File: src/rtl/pipe_pkg.sv
// rtl/pipe_pkg.sv - shared pipeline types and constants for hazard control
package pipe_pkg;

    localparam int          REG_AW    = 5;
    localparam logic [31:0] NOP_INSTR = 32'h00000013;

    typedef struct packed {
        logic              v;
        logic [REG_AW-1:0] rd;
    } sb_slot_t;

    typedef enum logic [1:0] {RUN, STALL, FLUSH, FREEZE} mode_t;

    function automatic logic slot_hit(sb_slot_t s, logic [REG_AW-1:0] r);
        return s.v && (s.rd == r);
    endfunction

endpackage

File: src/rtl/hazard_ctrl_if.sv
// rtl/hazard_ctrl_if.sv - ID-stage operand info and stage-register controls
interface hazard_ctrl_if;
    import pipe_pkg::*;

    logic              valid_ID;
    logic [REG_AW-1:0] rs1_ID;
    logic [REG_AW-1:0] rs2_ID;
    logic              use_rs1_ID;
    logic              use_rs2_ID;
    logic [REG_AW-1:0] rd_ID;
    logic              wr_ID;
    logic              redirect_EX;
    logic              dmem_busy;
    logic              en_PC;
    logic              en_IFID;
    logic              NOP_IFID;
    logic              en_IDEX;
    logic              NOP_IDEX;
    logic              en_EXMEM;
    logic              en_MEMWB;

    modport master (
        output valid_ID, rs1_ID, rs2_ID, use_rs1_ID, use_rs2_ID, rd_ID, wr_ID,
        output redirect_EX, dmem_busy,
        input  en_PC, en_IFID, NOP_IFID, en_IDEX, NOP_IDEX, en_EXMEM, en_MEMWB
    );

    modport slave (
        input  valid_ID, rs1_ID, rs2_ID, use_rs1_ID, use_rs2_ID, rd_ID, wr_ID,
        input  redirect_EX, dmem_busy,
        output en_PC, en_IFID, NOP_IFID, en_IDEX, NOP_IDEX, en_EXMEM, en_MEMWB
    );

endinterface

File: src/rtl/hz_scoreboard.sv
// rtl/hz_scoreboard.sv - two-slot (EX, MEM) destination scoreboard with match logic
module hz_scoreboard
    import pipe_pkg::*;
(
    input  logic              clk_HZD,
    input  logic              rst_HZD,
    input  logic              hold,
    input  logic              bubble,
    input  sb_slot_t          load_slot,
    input  logic [REG_AW-1:0] rs1,
    input  logic [REG_AW-1:0] rs2,
    output logic              hit_rs1,
    output logic              hit_rs2,
    output sb_slot_t          ex_slot,
    output sb_slot_t          mem_slot
);

    always_ff @(posedge clk_HZD) begin
        if (!rst_HZD) begin
            ex_slot  <= '0;
            mem_slot <= '0;
        end else if (!hold) begin
            ex_slot  <= bubble ? sb_slot_t'('0) : load_slot;
            mem_slot <= ex_slot;
        end
    end

    assign hit_rs1 = slot_hit(ex_slot, rs1) | slot_hit(mem_slot, rs1);
    assign hit_rs2 = slot_hit(ex_slot, rs2) | slot_hit(mem_slot, rs2);

endmodule

File: src/rtl/hazard_ctrl.sv
// rtl/hazard_ctrl.sv - stall/flush/freeze decode for a pipeline without forwarding
module hazard_ctrl
    import pipe_pkg::*;
#(
    parameter int CNT_W = 32
) (
    input  logic             clk_HZD,
    input  logic             rst_HZD,
    hazard_ctrl_if.slave     hif,
    output logic [CNT_W-1:0] stall_cnt,
    output logic [CNT_W-1:0] flush_cnt
);

    mode_t    mode;
    logic     hit_rs1;
    logic     hit_rs2;
    logic     hz;
    sb_slot_t load_slot;
    sb_slot_t ex_slot;
    sb_slot_t mem_slot;

    assign hz = hif.valid_ID &
                ((hif.use_rs1_ID & (hif.rs1_ID != '0) & hit_rs1) |
                 (hif.use_rs2_ID & (hif.rs2_ID != '0) & hit_rs2));

    assign load_slot.v  = hif.valid_ID & hif.wr_ID & (hif.rd_ID != '0);
    assign load_slot.rd = hif.rd_ID;

    always_comb begin
        mode = RUN;
        if (hif.dmem_busy)        mode = FREEZE;
        else if (hif.redirect_EX) mode = FLUSH;
        else if (hz)              mode = STALL;
    end

    hz_scoreboard u_sb (
        .clk_HZD   (clk_HZD),
        .rst_HZD   (rst_HZD),
        .hold      (mode == FREEZE),
        .bubble    ((mode == STALL) || (mode == FLUSH)),
        .load_slot (load_slot),
        .rs1       (hif.rs1_ID),
        .rs2       (hif.rs2_ID),
        .hit_rs1   (hit_rs1),
        .hit_rs2   (hit_rs2),
        .ex_slot   (ex_slot),
        .mem_slot  (mem_slot)
    );

    // Stage registers only see reset while enabled, so reset forces every enable high.
    always_comb begin
        hif.en_PC    = 1'b1;
        hif.en_IFID  = 1'b1;
        hif.NOP_IFID = 1'b0;
        hif.en_IDEX  = 1'b1;
        hif.NOP_IDEX = 1'b0;
        hif.en_EXMEM = 1'b1;
        hif.en_MEMWB = 1'b1;
        if (rst_HZD) begin
            case (mode)
                FREEZE: begin
                    hif.en_PC    = 1'b0;
                    hif.en_IFID  = 1'b0;
                    hif.en_IDEX  = 1'b0;
                    hif.en_EXMEM = 1'b0;
                    hif.en_MEMWB = 1'b0;
                end
                FLUSH: begin
                    hif.NOP_IFID = 1'b1;
                    hif.NOP_IDEX = 1'b1;
                end
                STALL: begin
                    hif.en_PC    = 1'b0;
                    hif.en_IFID  = 1'b0;
                    hif.NOP_IDEX = 1'b1;
                end
                default: ;
            endcase
        end
    end

    always_ff @(posedge clk_HZD) begin
        if (!rst_HZD) begin
            stall_cnt <= '0;
            flush_cnt <= '0;
        end else begin
            if (mode == STALL) stall_cnt <= stall_cnt + 1'b1;
            if (mode == FLUSH) flush_cnt <= flush_cnt + 1'b1;
        end
    end

endmodule
File: src/flat_wrapper.sv
// flat-port wrapper written by rule: the top's interface ports become plain ports
module hazard_ctrl_flat import pipe_pkg::*;
#(
    parameter int CNT_W = 32
)
  (clk_HZD, rst_HZD, stall_cnt, flush_cnt, hif_valid_ID, hif_rs1_ID, hif_rs2_ID, hif_use_rs1_ID, hif_use_rs2_ID, hif_rd_ID, hif_wr_ID, hif_redirect_EX, hif_dmem_busy, hif_en_PC, hif_en_IFID, hif_NOP_IFID, hif_en_IDEX, hif_NOP_IDEX, hif_en_EXMEM, hif_en_MEMWB);
  hazard_ctrl_if hif_i ();
  input  logic clk_HZD;
  input  logic rst_HZD;
  output logic [CNT_W-1:0] stall_cnt;
  output logic [CNT_W-1:0] flush_cnt;
  input wire logic [$bits(hif_i.valid_ID)-1:0] hif_valid_ID;
  input wire logic [$bits(hif_i.rs1_ID)-1:0] hif_rs1_ID;
  input wire logic [$bits(hif_i.rs2_ID)-1:0] hif_rs2_ID;
  input wire logic [$bits(hif_i.use_rs1_ID)-1:0] hif_use_rs1_ID;
  input wire logic [$bits(hif_i.use_rs2_ID)-1:0] hif_use_rs2_ID;
  input wire logic [$bits(hif_i.rd_ID)-1:0] hif_rd_ID;
  input wire logic [$bits(hif_i.wr_ID)-1:0] hif_wr_ID;
  input wire logic [$bits(hif_i.redirect_EX)-1:0] hif_redirect_EX;
  input wire logic [$bits(hif_i.dmem_busy)-1:0] hif_dmem_busy;
  output wire logic [$bits(hif_i.en_PC)-1:0] hif_en_PC;
  output wire logic [$bits(hif_i.en_IFID)-1:0] hif_en_IFID;
  output wire logic [$bits(hif_i.NOP_IFID)-1:0] hif_NOP_IFID;
  output wire logic [$bits(hif_i.en_IDEX)-1:0] hif_en_IDEX;
  output wire logic [$bits(hif_i.NOP_IDEX)-1:0] hif_NOP_IDEX;
  output wire logic [$bits(hif_i.en_EXMEM)-1:0] hif_en_EXMEM;
  output wire logic [$bits(hif_i.en_MEMWB)-1:0] hif_en_MEMWB;
  assign hif_i.valid_ID = hif_valid_ID;
  assign hif_i.rs1_ID = hif_rs1_ID;
  assign hif_i.rs2_ID = hif_rs2_ID;
  assign hif_i.use_rs1_ID = hif_use_rs1_ID;
  assign hif_i.use_rs2_ID = hif_use_rs2_ID;
  assign hif_i.rd_ID = hif_rd_ID;
  assign hif_i.wr_ID = hif_wr_ID;
  assign hif_i.redirect_EX = hif_redirect_EX;
  assign hif_i.dmem_busy = hif_dmem_busy;
  assign hif_en_PC = hif_i.en_PC;
  assign hif_en_IFID = hif_i.en_IFID;
  assign hif_NOP_IFID = hif_i.NOP_IFID;
  assign hif_en_IDEX = hif_i.en_IDEX;
  assign hif_NOP_IDEX = hif_i.NOP_IDEX;
  assign hif_en_EXMEM = hif_i.en_EXMEM;
  assign hif_en_MEMWB = hif_i.en_MEMWB;
  hazard_ctrl #(.CNT_W(CNT_W)) u_core (.clk_HZD(clk_HZD), .rst_HZD(rst_HZD), .hif(hif_i), .stall_cnt(stall_cnt), .flush_cnt(flush_cnt));
endmodule
File: config.mk
export PLATFORM = sky130hd
export DESIGN_NAME = hazard_ctrl_flat
export DESIGN_NICKNAME = d
export VERILOG_FILES = /design/src/rtl/pipe_pkg.sv /design/src/rtl/hazard_ctrl_if.sv /design/src/rtl/hz_scoreboard.sv /design/src/rtl/hazard_ctrl.sv /design/src/flat_wrapper.sv
export SDC_FILE = /design/constraint.sdc
export NUM_CORES = 1
export LEC_CHECK = 0
export CELL_PAD_IN_SITES_DETAIL_PLACEMENT = 1
export CELL_PAD_IN_SITES_GLOBAL_PLACEMENT = 2
export CORE_AREA = 2 2 106 129
export CTS_CLUSTER_SIZE = 12
export DETAILED_ROUTE_END_ITERATION = 6
export DIE_AREA = 0 0 108 131
export MAX_ROUTING_LAYER = met4
export PLACE_DENSITY_LB_ADDON = 0.1
export SYNTH_ARGS = -nofsm -noshare
export SYNTH_HDL_FRONTEND = slang
export SYNTH_HIERARCHICAL = 1
export SYNTH_SLANG_ARGS = --single-unit
File: constraint.sdc
create_clock -name clk_HZD -period 4.8 [get_ports clk_HZD]
set_input_delay 0.48 -clock clk_HZD [delete_from_list [all_inputs] [get_ports clk_HZD]]
set_output_delay 0.48 -clock clk_HZD [all_outputs]
set_load 0.02 [all_outputs]
==> flow_summary.toml <==
[placement]
dp_hpwl_um = 8141
gpl.final_weighted_congestion = 0.7710
portBuffers = 93
place_area_mm2 = 0.005032

[power_and_ir_drop]
peakVddDrop_uv = 116.8
powerDensity_mw_per_mm2 = 259.6
power.static_leakage_uw = 0.001684

[timing]
fin_crit_ns = 3.974
hold_viol = 0
fin_skew_ns = 0.006615
slew_headroom = 0.4319
drv_slew = 0
worstMarginPinSlew_ns = 0.8498
rsz0062_at_grt = "false"
setup_viol = 0
fmax_ghz = 0.2516
finalCritPeriodShare = 0.8280
fin_tns_setup_ns = 0

[finish]
final_nets = 562
register_area_mm2 = 0.001521
drive_above_1_share = 0.06308
mostFrequentLayoutCell = "clkdlybuf4s50_1"
multi_input_area_mm2 = 0.002326
area_growth_syn_to_layout_pct = 30.76
final_cell_mix = "clkdlybuf4s50_1 (92), dfxtp_1 (76), nand2_1 (39)"
stdcell_area_mm2 = 0.005303
fillers = 1507
diodes = 0

[floorplanning]
start_util = 0.3131
core_mm2 = 0.01295
rows = 46
die_w_um = 108
die_h_um = 131
die_area_mm2 = 0.01415
io_pins = 94

[worst_setup_path]
critPathMaxStageDelay_ns = 0.63
path_max_fanout = 15
crit_type = "in2out"
startpoint_type = "primary input"
path_delay_family = "buffers and inverters"
crit_buf_inv = 2
end_kind = "output port"
crit_chain = "clkdlybuf4s50_1 > or4_1 > o211ai_1 > a21oi_1 > or2_2 > ha_1 > nand2_1 > clkdlybuf4s50_1"
crit_path_frequent_cell = "clkdlybuf4s50_1"
worstPathRequired_ns = 4.32
worstPathArrival_ns = 3.49
cp_slowest_cell = "clkdlybuf4s50_1"

[detailed_routing]
ant_nets = 0
num_vias = 3697
route.detailed.drc = 0
wl_per_cell_um = 16.11
drt-initial-drc-count = 117
vias_per_cell = 5.229
wirelength_um = 11390
drt_pre_antenna_iters = 4

[synth]
muxShareOfSynthArea = 0.04443
synth_area_leader_cell = "dfxtp_1"
yosys.area_share.simple = 0.2968
synth_top_area_frac = 0.3752
synthesis.instances = 458
async_flop_share = 0
netlist_area_mm2 = 0.004055
syn-num-nets = 486
synthXorXnorAreaFrac = 0.09719
ys_seq_area_frac = 0.3752
synth.area.top_cells = "dfxtp_1 (38%), xnor2_1 (7.1%), mux2i_1 (4.4%)"
synth-compound-area-share = 0.1197
synthAdderAreaFrac = 0.01543
ys_ff_latch = 76
synth.distinct_cells = 53
yosys_warnings = 6
synth_ff_type = "dfxtp_1"
synth_edf_count = 0
synth_top_family_by_area = "simple AND/OR/NAND/NOR gates"
avgSynthCellArea_um2 = 8.854

[clocking]
clkLatencyLatePin_ns = 0.33
h-tree-depth = 3
root_buffer = "clkbuf_16"
cts_hold_buf = 0
postCtsResizedCells = 0
clk_path_buf_depth = 2
cts_made_buffers = 9
clkSinkCount = 76
cts.clk_slew.worst_paths_ns = 0.06
cts_setup_buffers = 0
tritoncts = "yes"

[grt]
grt_max_degree = 40
grt_pass1_vias = 3634
grt_pass1_wl_um = 18640
antenna_found_initial = 0
grt_usage = 0.1706
globalRoute.totalOverflow = 0

[flow_run]
cap_violations = 0

[run_status]
status = "complete, no violations"

[worst_hold_path]
worstHoldPathType = "reg2reg"
power by group:
part / total, uW / switching (uW) / internal [uW]
Sequential: 647 / 9.62 / 637
Combinational: 104 / 51.9 / 52.0
Clock: 626 / 266 / 361
Total: 1380 / 327 / 1050
sequential cells by signal, summed over array words and instances (netlist names):
name,count
u_core/flush_cnt,32
u_core/stall_cnt,32
u_core/u_sb/ex_slot,6
u_core/u_sb/mem_slot,6
layout make-up:
type,instances,share of cell area
well taps,168,0.03964
repair buffers,95,0.1774
clock inverters,5,0.005191
clock buffers,11,0.04578
inverters,9,0.006371
multi-input cells,343,0.4386
flip-flops and latches,76,0.2869
cells in the mapped netlist (7+ instances only):
cell type / count
a21oi_1: 19
and3_1: 7
and4_1: 11
clkbuf_1: 18
dfxtp_1: 76
inv_1: 8
mux2i_1: 18
nand2_1: 39
nand2b_1: 17
nand3_1: 22
nand4_1: 18
nor2_1: 28
nor2b_1: 12
nor4_1: 14
o21ai_0: 9
o31ai_1: 8
o41ai_1: 7
or3_1: 7
or4_1: 10
xnor2_1: 33
xor2_1: 12
metal layers:
metal	up-vias	wire, um	part of all wire	global-route usage
met5	-	0	0	-
met4	0	169	0.015	0.06033
met3	14	489	0.043	0.03919
met2	72	5650	0.50	0.2793
met1	1795	5080	0.45	0.2063
li1	1816	-	-	-
kinds of logic (layout without fill, tap and decap cells):
logic type | count (synthesis) | count (layout)
mux | 18 | 18
xor+xnor | 45 | 45
compound gates | 67 | 67
simple gates | 208 | 208
buf+inv | 39 | 120
fa+ha+maj | 5 | 5
flops | 76 | 76
stage by stage:
step                      cells  hold slack, ns  total power, uW  worst slack (ns)    util
final                       707          0.4751             1377            0.8257  0.4095
after global routing        707          0.4991             1439            0.6344  0.4095
after CTS                   707          0.4763             1402            0.8061  0.4095
after detailed placement    691          0.4682            765.6            0.8139  0.3886
after global placement      691          0.4509            764.4            0.9086  0.3886
after floorplan             458          0.5086            722.2             1.871       -
final timing paths:
kind / from / endpoint / slack (ns) / depth (start not counted)
max: hif_rs1_ID[0] / hif_en_MEMWB / 0.83 / 8
min: u_core/flush_cnt[31]$_SDFFE_PN0N_ / u_core/flush_cnt[31]$_SDFFE_PN0N_ / 0.48 / 2
max reg2reg: u_core/u_sb/mem_slot[3]$_SDFFE_PN0N_ / u_core/stall_cnt[21]$_SDFFE_PN0N_ / 1.47 / 11
min reg2reg: u_core/flush_cnt[31]$_SDFFE_PN0N_ / u_core/flush_cnt[31]$_SDFFE_PN0N_ / 0.48 / 2
worst min-delay path, delay by kind of cell, from the launching register on:
kind	cells	cell delay, ns
flip-flops	1	0.32
AND/OR/NAND/NOR	1	0.06
multiplexers	1	0.05
No activity file was read; power rests on OpenSTA's default activity.
